==> config.mk <==
export PLATFORM = sky130hd
export DESIGN_NAME = demux1_4_tdm
export DESIGN_NICKNAME = d
export VERILOG_FILES = /design/src/rtl/demux1_4_tdm_pkg.sv /design/src/rtl/demux1_4_tdm_slot_counter.sv /design/src/rtl/demux1_4_tdm.sv
export SDC_FILE = /design/constraint.sdc
export NUM_CORES = 1
export LEC_CHECK = 0
export ABC_AREA = 1
export BUFFER_PORTS_ARGS = -buffer_cell sky130_fd_sc_hd__buf_2
export CAP_MARGIN = 40
export CORE_MARGIN = 3
export CORE_UTILIZATION = 24
export DETAILED_ROUTE_END_ITERATION = 10
export GPL_ROUTABILITY_DRIVEN = 0
export MAX_ROUTING_LAYER = met4
export PLACE_DENSITY_LB_ADDON = 0.25
export SLEW_MARGIN = 20
export SYNTH_ARGS = -nofsm -noshare
export SYNTH_HDL_FRONTEND = slang
export SYNTH_SLANG_ARGS = --single-unit
==> constraint.sdc <==
create_clock -name clk -period 2.3 [get_ports clk]
set_clock_uncertainty 0.1 [all_clocks]
set_input_delay 0.46 -clock clk [delete_from_list [all_inputs] [get_ports clk]]
set_output_delay 0.46 -clock clk [all_outputs]
set_load 0.02 [all_outputs]
==> src/rtl/demux1_4_tdm_pkg.sv <==
// Shared constants and state encoding for the TDM 1:4 demultiplexer.
// Optional feature macro: DEMUX_PARITY_EN (adds a fifth, even-parity slot).
package demux_pkg;

`ifdef DEMUX_PARITY_EN
  localparam int NUM_SLOTS = 5;
  localparam int SLOT_W    = 3;
`else
  localparam int NUM_SLOTS = 4;
  localparam int SLOT_W    = 2;
`endif

  // Bits held in the shadow register before the closing slot arrives.
  localparam int SHADOW_W = NUM_SLOTS - 1;

  typedef enum logic {
    ST_HUNT   = 1'b0,
    ST_LOCKED = 1'b1
  } state_t;

endpackage

==> src/rtl/demux1_4_tdm_slot_counter.sv <==
// Wrapping slot index counter for the TDM demultiplexer.
// clr has priority over load1, which has priority over en.
// Optional feature macro: DEMUX_PARITY_EN (widens the counter via the package).
module tdm_slot_counter
  import demux_pkg::*;
(
  input  logic              clk,
  input  logic              rst,
  input  logic              en,
  input  logic              load1,
  input  logic              clr,
  output logic [SLOT_W-1:0] slot,
  output logic              last_slot
);

  // Flag the final slot of a frame so the top can close the word.
  always_comb begin
    last_slot = (slot == SLOT_W'(NUM_SLOTS - 1));
  end

  // Slot register: clear, restart at slot 1 after a marker, or advance/wrap.
  always_ff @(posedge clk) begin
    if (rst || clr) begin
      slot <= '0;
    end else if (load1) begin
      slot <= SLOT_W'(1);
    end else if (en) begin
      slot <= last_slot ? '0 : slot + SLOT_W'(1);
    end
  end

endmodule

==> src/rtl/demux1_4_tdm.sv <==
// Receive-side TDM 1:4 demultiplexer: locks to a frame marker, collects one
// bit per slot and presents a registered parallel word with a valid strobe.
// Optional feature macro: DEMUX_PARITY_EN (5-slot frames, parity_err output).
//
// Input handshake: valid_in qualifies data_in and frame_in; a cycle with
// valid_in low is a stall that consumes no slot and changes no state. There is
// no back-pressure. data_valid is a single-cycle strobe and data_out changes
// only in the cycle data_valid is high. locked mirrors the FSM state.
module demux1_4_tdm
  import demux_pkg::*;
#(
  parameter int NUM_CH   = 4,
  parameter int ERR_HOLD = 0
) (
  input  logic              clk,
  input  logic              rst,
  input  logic              data_in,
  input  logic              frame_in,
  input  logic              valid_in,
  output logic [NUM_CH-1:0] data_out,
  output logic              data_valid,
  output logic [SLOT_W-1:0] sel_out,
`ifdef DEMUX_PARITY_EN
  output logic              parity_err,
`endif
  output logic              locked,
  output logic              frame_err
);

  state_t              state, next_state;
  logic [SLOT_W-1:0]   slot;
  logic                last_slot;
  logic [SHADOW_W-1:0] shadow;
  logic                cnt_en, cnt_load1, cnt_clr;
  logic                cap_first, cap_slot, frame_done, err_now;
  logic [NUM_CH-1:0]   word_next;

  tdm_slot_counter u_slot_counter (
    .clk       (clk),
    .rst       (rst),
    .en        (cnt_en),
    .load1     (cnt_load1),
    .clr       (cnt_clr),
    .slot      (slot),
    .last_slot (last_slot)
  );

  // State register.
  always_ff @(posedge clk) begin
    if (rst) state <= ST_HUNT;
    else     state <= next_state;
  end

  // Next state and per-cycle control: markers restart a frame, a missing
  // marker drops lock, an early marker flags an error but keeps lock.
  always_comb begin
    next_state = state;
    cnt_en     = 1'b0;
    cnt_load1  = 1'b0;
    cnt_clr    = 1'b0;
    cap_first  = 1'b0;
    cap_slot   = 1'b0;
    frame_done = 1'b0;
    err_now    = 1'b0;
    case (state)
      ST_HUNT: begin
        if (valid_in && frame_in) begin
          cap_first  = 1'b1;
          cnt_load1  = 1'b1;
          next_state = ST_LOCKED;
        end
      end
      ST_LOCKED: begin
        if (valid_in) begin
          if (frame_in) begin
            cap_first = 1'b1;
            cnt_load1 = 1'b1;
            err_now   = (slot != '0);
          end else if (slot == '0) begin
            err_now    = 1'b1;
            cnt_clr    = 1'b1;
            next_state = ST_HUNT;
          end else begin
            cnt_en     = 1'b1;
            frame_done = last_slot;
            cap_slot   = !last_slot;
          end
        end
      end
      default: next_state = ST_HUNT;
    endcase
  end

  // Assemble the delivered word; without parity the closing bit is slot 3.
  always_comb begin
`ifdef DEMUX_PARITY_EN
    word_next = NUM_CH'(shadow);
`else
    word_next = NUM_CH'({data_in, shadow});
`endif
  end

  // Shadow register collecting the bits of the frame in progress.
  always_ff @(posedge clk) begin
    if (rst) begin
      shadow <= '0;
    end else if (cap_first) begin
      shadow[0] <= data_in;
    end else if (cap_slot) begin
      for (int i = 1; i < SHADOW_W; i++) begin
        if (slot == SLOT_W'(i)) shadow[i] <= data_in;
      end
    end
  end

  // Registered outputs: word and strobe on frame completion, error indication.
  always_ff @(posedge clk) begin
    if (rst) begin
      data_out   <= '0;
      data_valid <= 1'b0;
      frame_err  <= 1'b0;
    end else begin
      data_valid <= frame_done;
      if (frame_done) data_out <= word_next;
      if (ERR_HOLD != 0) frame_err <= frame_err | err_now;
      else               frame_err <= err_now;
    end
  end

`ifdef DEMUX_PARITY_EN
  // Even parity across slots 0..4: any odd total is a mismatch.
  always_ff @(posedge clk) begin
    if (rst) parity_err <= 1'b0;
    else     parity_err <= frame_done && ((^shadow) ^ data_in);
  end
`endif

  // Monitor outputs reflect the counter and FSM directly.
  always_comb begin
    sel_out = slot;
    locked  = (state == ST_LOCKED);
  end

endmodule

==> out/metrics.cfg, run 1 <==
[outcome]
outcome=finished clean

[logic_synthesis]
syn_area_per_cell_um2=7.23
synth_cell_type_count=13
ys_ff_latch=12
syn_nets=92
synth.cell_area_um2=586
synthTopCellsByArea=dfxtp_1 (41%), ha_1 (13%), nor2_1 (10%), nand2_1 (9.0%), inv_1 (8.3%)
postSynthCellCount=81
ys_seq_area_frac=0.410
synth_top_area_frac=0.410
yosysWarnings=0
synth_top_cell_by_area=dfxtp_1

[timing]
final_hold_viol_count=0
post-route-period-util=0.661
setup_viol=0
rsz0062_at_grt=false
finalCriticalPeriod_ns=1.52
fin_setup_tns_ns=0
slew_violations=0
relSlewSlack=0.850
worst-slew-pin-transition_ns=0.224
fmax_mhz=657

[die]
num_rows=17
core_um2=2250
die_area_um2=3070
die_x_um=55.4
pin_count=14
start_util=0.260
die_h_um=55.4

[worst_setup_path]
r2r-start=u_slot_counter.slot[0]
crit_fanout=6
r2r_slack_ns=0.78
cp-start-kind=flop
arrival_ns=1.61
critPathCaptureType=flop
ff2ff_path_depth=7
required_ns=2.39
r2r_end=u_slot_counter.slot[1]
worstSetupPathType=flop to flop

[finish]
drive_gt1_frac=0.224
area.growth.synth_to_final_pct=23.3
fin_nets=110
final_cell_mix=nor2_1 (16), nand2_1 (14), inv_1 (13), buf_2 (13), dfxtp_1 (12)
antenna_cells=0
final_common_cell=nor2_1

[worst_hold_path]
hold_end=shadow[0]
hold_class=input port to flop
min_from=rst
hold-path-cell-count=2

[route]
drt-met1-wl_um=571
postRouteAntennaNets=0
vias=515
firstDrtPassIters=2
route.met3.wl_um=97
drt_first_iter_violations=10
top_layer_used=met4
drt-total-wl_mm=1.15
drt_drc_violations_left=0
dr_wl_met2_um=464
viasPerCell=4.09
wl_per_cell_um=9.14

[flow_run]
drv_cap=0

[clocking]
postCtsSetupRepairBufs=0
cts_buffer_depth=2
worstSkewPairLatency_ns=0.28
clk_pin_slew_ns=0.09
cts_htree_levels=1
cts_tree=yes
cts-hold-fix-buffers=0
cts-root-buf=clkbuf_4
cts_sinks=12
cts_resized=0
cts_buffers=3

[global_route]
grt_pass1_wl_mm=2.07
grt_usage=0.0886
antenna_found_initial=0
grt_max_degree=8
grt_pass1_vias=476
grt_remaining_overflow=0

[power_and_ir_drop]
power_density_nw_per_um2=600
ir_drop_mv=0.342
p_leak_uw=0.000384
power_uw=433

[placement]
place_hpwl_um=904
portBuffers=13

[worst max-delay path by stage]
stage / from / end / slack, ns
final: u_slot_counter.slot[0] / u_slot_counter.slot[1] / 0.78
after global routing: u_slot_counter.slot[0] / u_slot_counter.slot[1] / 0.58
after CTS: u_slot_counter.slot[0] / u_slot_counter.slot[1] / 0.77
after detailed placement: u_slot_counter.slot[0] / u_slot_counter.slot[1] / 0.80
after global placement: u_slot_counter.slot[0] / u_slot_counter.slot[1] / 0.76
after floorplan: u_slot_counter.slot[0] / u_slot_counter.slot[1] / 0.79
[layout make-up]
class / count / area (um2)
Sequential cell: 12 / 240
Fill cell: 263 / 1530
Timing Repair Buffer: 13 / 65.1
Tap cell: 28 / 35.0
Inverter: 15 / 56.3
Clock buffer: 4 / 36.3
Multi-Input combinational cell: 54 / 289
[report_power, final]
| group | internal, uW | switching, uW |
|---|---|---|
| sequential | 212 | 4.17 |
| clock | 96.4 | 79.2 |
| combinational | 15.0 | 27.1 |
[registers in the layout, summed over array words and instances (netlist names)]
name and count:
data_valid 1, shadow 3, u_slot_counter.slot 2, frame_err 1, data_out 4, locked 1
[synthesized netlist by cell type]
master,count
nand2_2,1
o21ai_2,1
o21ai_1,1
inv_1,13
inv_2,2
ha_1,6
dfxtp_1,12
o21ai_0,5
nand2_1,14
nor2_4,1
nor2_1,16
a21oi_1,3
nand3_1,6
[stage by stage]
stage                     std cells  instance area [um2]  hold slack, ns  setup slack [ns]  utilization
after floorplan                  81                  586           0.334             0.787            -
after global placement          122                  686           0.353             0.764        0.304
after detailed placement        122                  686           0.352             0.799        0.304
after CTS                       126                  722           0.258             0.775        0.320
after global routing            126                  722           0.260             0.581        0.320
final                           126                  722           0.268             0.779        0.320
[per-layer routing]
layer  vias up  track usage
met3         4       0.0561
met5         -            -
met1       214        0.107
met2        13        0.118
met4         0       0.0313
li1        284            -
[cell families after synthesis]
logic type | synth area share
adders and majority gates | 0.128
buffers and inverters | 0.0962
AOI/OAI and AO/OA | 0.0919
and+or+nand+nor | 0.274
DFF | 0.410
[worst max-delay path, cell delays in order (launching register included)]
cell     delay [ns]
dfxtp_1        0.44
inv_1          0.09
ha_1           0.22
inv_1          0.06
ha_1           0.13
nand3_1        0.14
o21ai_0        0.18
nor2_1         0.06
Note: power is estimated with default switching activity, not from simulation.
==> run 2, diff against run 1 <==
==> constraint.sdc (replaced) <==
create_clock -name clk -period 1.5 [get_ports clk]
set_clock_uncertainty 0.1 [all_clocks]
set_input_delay 0.3 -clock clk [delete_from_list [all_inputs] [get_ports clk]]
set_output_delay 0.3 -clock clk [all_outputs]
set_load 0.02 [all_outputs]
==> out/metrics.cfg, run 2 (synthesis results as in run 1) <==
[outcome]
outcome=finished clean

[clocking]
cts_htree_levels=1  ; unchanged
clk_pin_slew_ns=0.09  ; about the same
cts_buffers=3  ; unchanged
cts-root-buf=clkbuf_4
worstSkewPairLatency_ns=0.27  ; about the same
cts_sinks=12  ; unchanged
cts_tree=yes
cts_buffer_depth=2  ; unchanged
postCtsSetupRepairBufs=0  ; unchanged

[power_and_ir_drop]
ir_drop_mv=0.427  ; +25%
p_leak_uw=0.000390  ; +1.6%
power_density_nw_per_um2=899  ; +50%

[worst_hold_path]
min_from=rst
hold_class=input port to flop

[finish]
largest_register=data_out
fillers=267  ; +1.5%
antenna_cells=0  ; unchanged
largest_register_ffs=4  ; unchanged
area.growth.synth_to_final_pct=26.1
final_common_cell=nor2_1
fin_nets=111  ; +0.91%
largest_registers=data_out (4), shadow (3), u_slot_counter.slot (2)
final_cell_mix=nor2_1 (16), nand2_1 (14), inv_1 (13), buf_2 (13), dfxtp_1 (11)
finish.utilization=0.327  ; +0.00721
drive_gt1_frac=0.253  ; +0.0280

[route]
drt_first_iter_violations=7  ; -3
firstDrtPassIters=4  ; +2
wl_per_cell_um=9.17  ; +0.25%
drt_drc_violations_left=0  ; unchanged
vias=514  ; -0.19%
viasPerCell=4.05  ; -0.98%
postRouteAntennaNets=0  ; unchanged
drt-total-wl_mm=1.16  ; +1.0%

[worst_setup_path]
required_ns=1.58  ; -0.81 ns
crit_path_start=u_slot_counter.slot[0]
arrival_ns=1.43  ; -0.18 ns
crit_fanout=6  ; unchanged
cp-start-kind=flop
worstSetupPathType=flop to flop
critPathCaptureType=flop
r2r-start=u_slot_counter.slot[0]

[timing]
post-route-period-util=0.901  ; +0.239
relSlewSlack=0.858  ; +0.00721
fmax_mhz=740  ; +13%
finalCriticalPeriod_ns=1.35  ; -0.170 ns
final_hold_viol_count=0  ; unchanged
slew_violations=0  ; unchanged
setup_viol=0  ; unchanged
rsz0062_at_grt=false
fin_ws_ns=0.149  ; -0.630 ns
fin_setup_tns_ns=0  ; unchanged
worst-slew-pin-transition_ns=0.213  ; -0.0108 ns

[die]
pin_count=14  ; unchanged
start_util=0.260  ; unchanged
core_um2=2250  ; unchanged
num_rows=17  ; unchanged
die_x_um=55.4  ; unchanged
die_h_um=55.4  ; unchanged
die_area_um2=3070  ; unchanged

[global_route]
grt_pass1_vias=442  ; -7.1%
grt_max_degree=8  ; unchanged
grt_remaining_overflow=0  ; unchanged
grt_pass1_wl_mm=1.92  ; -7.3%
antenna_found_initial=0  ; unchanged
grt_usage=0.0817  ; -0.00689

[flow_run]
drv_cap=0  ; unchanged

[placement]
portBuffers=13  ; unchanged
place_ws_ns=0.0748  ; -0.724 ns
place_hpwl_um=925  ; +2.3%

run 2: cell types whose count changed in the layout (fill, tap and decap cells not counted), sizes merged:
cell  change
buf       +1
run 2: per-stage QoR:
stage               power [uW]  std cells  hold slack (ns)  instance area [um2]
floorplan                  380         81            0.269                  587
global placement           405        123            0.354                  694
detailed placement         405        123            0.362                  694
CTS                        675        127            0.120                  731
global route               698        127            0.122                  738
finish                     663        127            0.124                  738
run 2: cell type report:
class	count	area (um2)	area share
Sequential cell	12	244	0.331
Tap cell	28	35.0	0.0475
Inverter	15	56.3	0.0763
Timing Repair Buffer	14	72.6	0.0983
Multi-Input combinational cell	54	294	0.398
Clock buffer	4	36.3	0.0492
run 2: per-layer routing:
metal | global-route usage | vias to the layer above | part of all wire
li1 | - | 286 | -
met1 | 0.104 | 214 | 0.50
met2 | 0.117 | 12 | 0.42
met3 | 0.0444 | 2 | 0.069
met4 | 0.0104 | 0 | 0.010
met5 | - | - | 0
run 2: final timing paths:
| path | end | slack [ns] | cells past startpoint |
|---|---|---|---|
| worst min register to register | shadow[0] | 0.37 | 2 |
| worst max register to register | u_slot_counter.slot[1] | 0.15 | 7 |
| worst min-delay path | shadow[0] | 0.12 | 2 |
| worst max-delay path | u_slot_counter.slot[1] | 0.15 | 7 |
run 2: where the power goes:
group	internal (uW)	switching, uW	total, uW
sequential	324	6.26	331
clock	147	119	267
combinational	23.5	42.6	66.1
run 2: what timing repair did:
item / CTS / global route
hold buffers: 0 / 0
gates resized for setup: 0 / 3
endpoints found under the setup margin: 0 / 2
run 2: critical path, stage by stage (launching register included):
cell,delay [ns]
dfxtp_4,0.38
inv_1,0.06
ha_1,0.20
inv_1,0.06
ha_1,0.14
nand3_2,0.11
o21ai_1,0.14
nor2_1,0.06
==> run 3, diff against run 2 <==
==> constraint.sdc (replaced) <==
create_clock -name clk -period 1.5 [get_ports clk]
set_clock_uncertainty 0.1 [all_clocks]
set_input_delay 0.075 -clock clk [delete_from_list [all_inputs] [get_ports clk]]
set_output_delay 0.075 -clock clk [all_outputs]
set_load 0.02 [all_outputs]
==> out/metrics.cfg, run 3 (synthesis results as in run 1) <==
[finish]
antenna_cells=0  ; unchanged
fin_nets=115  ; +3.6%
finish.utilization=0.349  ; +0.0211
drive_gt1_frac=0.252  ; about the same
largest_register_ffs=4  ; unchanged
final_cell_count_no_fill=131  ; +3.1%
largest_registers=data_out (4), shadow (3), u_slot_counter.slot (2)
final_cell_mix=nor2_1 (16), inv_1 (13), nand2_1 (13), buf_2 (13), dfxtp_1 (11)
final_common_cell=nor2_1
largest_register=data_out
final_area_um2=786  ; +6.4%
area.growth.synth_to_final_pct=34.2

[timing]
post-route-period-util=0.953  ; +0.0524
worst-slew-pin-transition_ns=0.210  ; -0.00382 ns
relSlewSlack=0.860  ; +0.00255
final_hold_viol_count=0  ; unchanged
finalCriticalPeriod_ns=1.43  ; +0.0786 ns
setup_viol=0  ; unchanged
slew_violations=0  ; unchanged
fmax_mhz=700  ; -5.5%
fin_setup_tns_ns=0  ; unchanged

[global_route]
grt_max_degree=8  ; unchanged
grt_usage=0.0822  ; +0.000495
grt_pass1_vias=444  ; +0.45%
grt_pass1_wl_mm=1.93  ; +0.73%
antenna_found_initial=0  ; unchanged
grt_remaining_overflow=0  ; unchanged

[die]
die_area_um2=3070  ; unchanged
die_h_um=55.4  ; unchanged
die_x_um=55.4  ; unchanged
pin_count=14  ; unchanged
core_um2=2250  ; unchanged
start_util=0.260  ; unchanged
num_rows=17  ; unchanged

[clocking]
cts_sinks=12  ; unchanged
cts_buffers=3  ; unchanged
cts_tree=yes
cts-root-buf=clkbuf_4
cts_htree_levels=1  ; unchanged
cts_buffer_depth=2  ; unchanged
clk_pin_slew_ns=0.09  ; about the same
postCtsSetupRepairBufs=0  ; unchanged
worstSkewPairLatency_ns=0.28  ; about the same

[worst_hold_path]
hold-path-cell-count=3  ; +1
hold_class=input port to flop

[route]
vias=534  ; +3.9%
drt_drc_violations_left=0  ; unchanged
drt_first_iter_violations=5  ; -2
wl_per_cell_um=9.08  ; -0.97%
postRouteAntennaNets=0  ; unchanged
firstDrtPassIters=4  ; unchanged
viasPerCell=4.08  ; +0.72%
drt-total-wl_mm=1.19  ; +2.1%

[worst_setup_path]
arrival_ns=1.55  ; +0.12 ns
critPathCaptureType=flop
crit_fanout=5  ; -1
worstSetupPathType=input port to flop
cp-start-kind=input port
required_ns=1.62  ; +0.04 ns
ff2ff_path_depth=7  ; unchanged

[placement]
place_hpwl_um=925  ; unchanged
placed_area_um2=694  ; unchanged
post-place-cells=123  ; unchanged
portBuffers=13  ; unchanged

[flow_run]
drv_cap=0  ; unchanged

[power_and_ir_drop]
p_leak_uw=0.000414  ; +6.1%
ir_drop_mv=0.432  ; +1.2%
power_density_nw_per_um2=860  ; -4.3%
power_uw=676  ; +1.9%

[outcome]
outcome=finished clean

run 3: cell count changes in the layout (fill, tap and decap cells not counted), sizes merged:
| cell | change |
|---|---|
| dlygate4sd3 | +4 |
run 3: final cells by class:
cell class / instances / area, um2
Fill cell: 265 / 1470
Timing Repair Buffer: 18 / 113
Inverter: 15 / 56.3
Tap cell: 28 / 35.0
Multi-Input combinational cell: 54 / 302
Sequential cell: 12 / 244
Clock buffer: 4 / 36.3
run 3: critical path, stage by stage:
cell and delay, ns:
dlygate4sd3_1 0.53, buf_2 0.16, nand2_4 0.08, nand2_1 0.05
a21oi_1 0.11, dlygate4sd3_1 0.55
run 3: metrics by stage:
| stage | hold slack, ns | setup slack (ns) |
|---|---|---|
| 3_5_place_dp | 0.191 | 0.0748 |
| 5_1_grt | 0.0663 | -0.000589 |
| 6_report | 0.0491 | 0.0705 |
| 2_1_floorplan | 0.0441 | 0.0235 |
| 3_3_place_gp | 0.188 | 0.128 |
| 4_1_cts | 0.00801 | 0.0134 |
run 3: final timing paths:
path / from / to / slack [ns]
setup reg to reg: u_slot_counter.slot[0] / u_slot_counter.slot[1] / 0.16
hold / removal: valid_in / locked / 0.05
hold reg to reg: shadow[2] / data_out[2] / 0.39
setup / recovery: frame_in / shadow[0] / 0.07
run 3: metal layers:
metal  wire length (um)  GRT usage  up-vias
met3                 94     0.0421        0
met4                  0     0.0104        0
met2                521      0.117       14
met5                  0          -        -
met1                573      0.107      225
li1                   -          -      295
run 3: power breakdown:
| group | switching, uW | internal [uW] | leakage (uW) |
|---|---|---|---|
| Sequential | 6.27 | 324 | 0.0000979 |
| Clock | 122 | 148 | 0.0000210 |
| Combinational | 44.8 | 30.8 | 0.000295 |
run 3: timing repair:
action | in CTS | in global routing
setup endpoints to repair | 0 | 3
resized for setup | 0 | 5
hold buffers | 4 | 0
endpoints found under the hold margin | 5 | 0
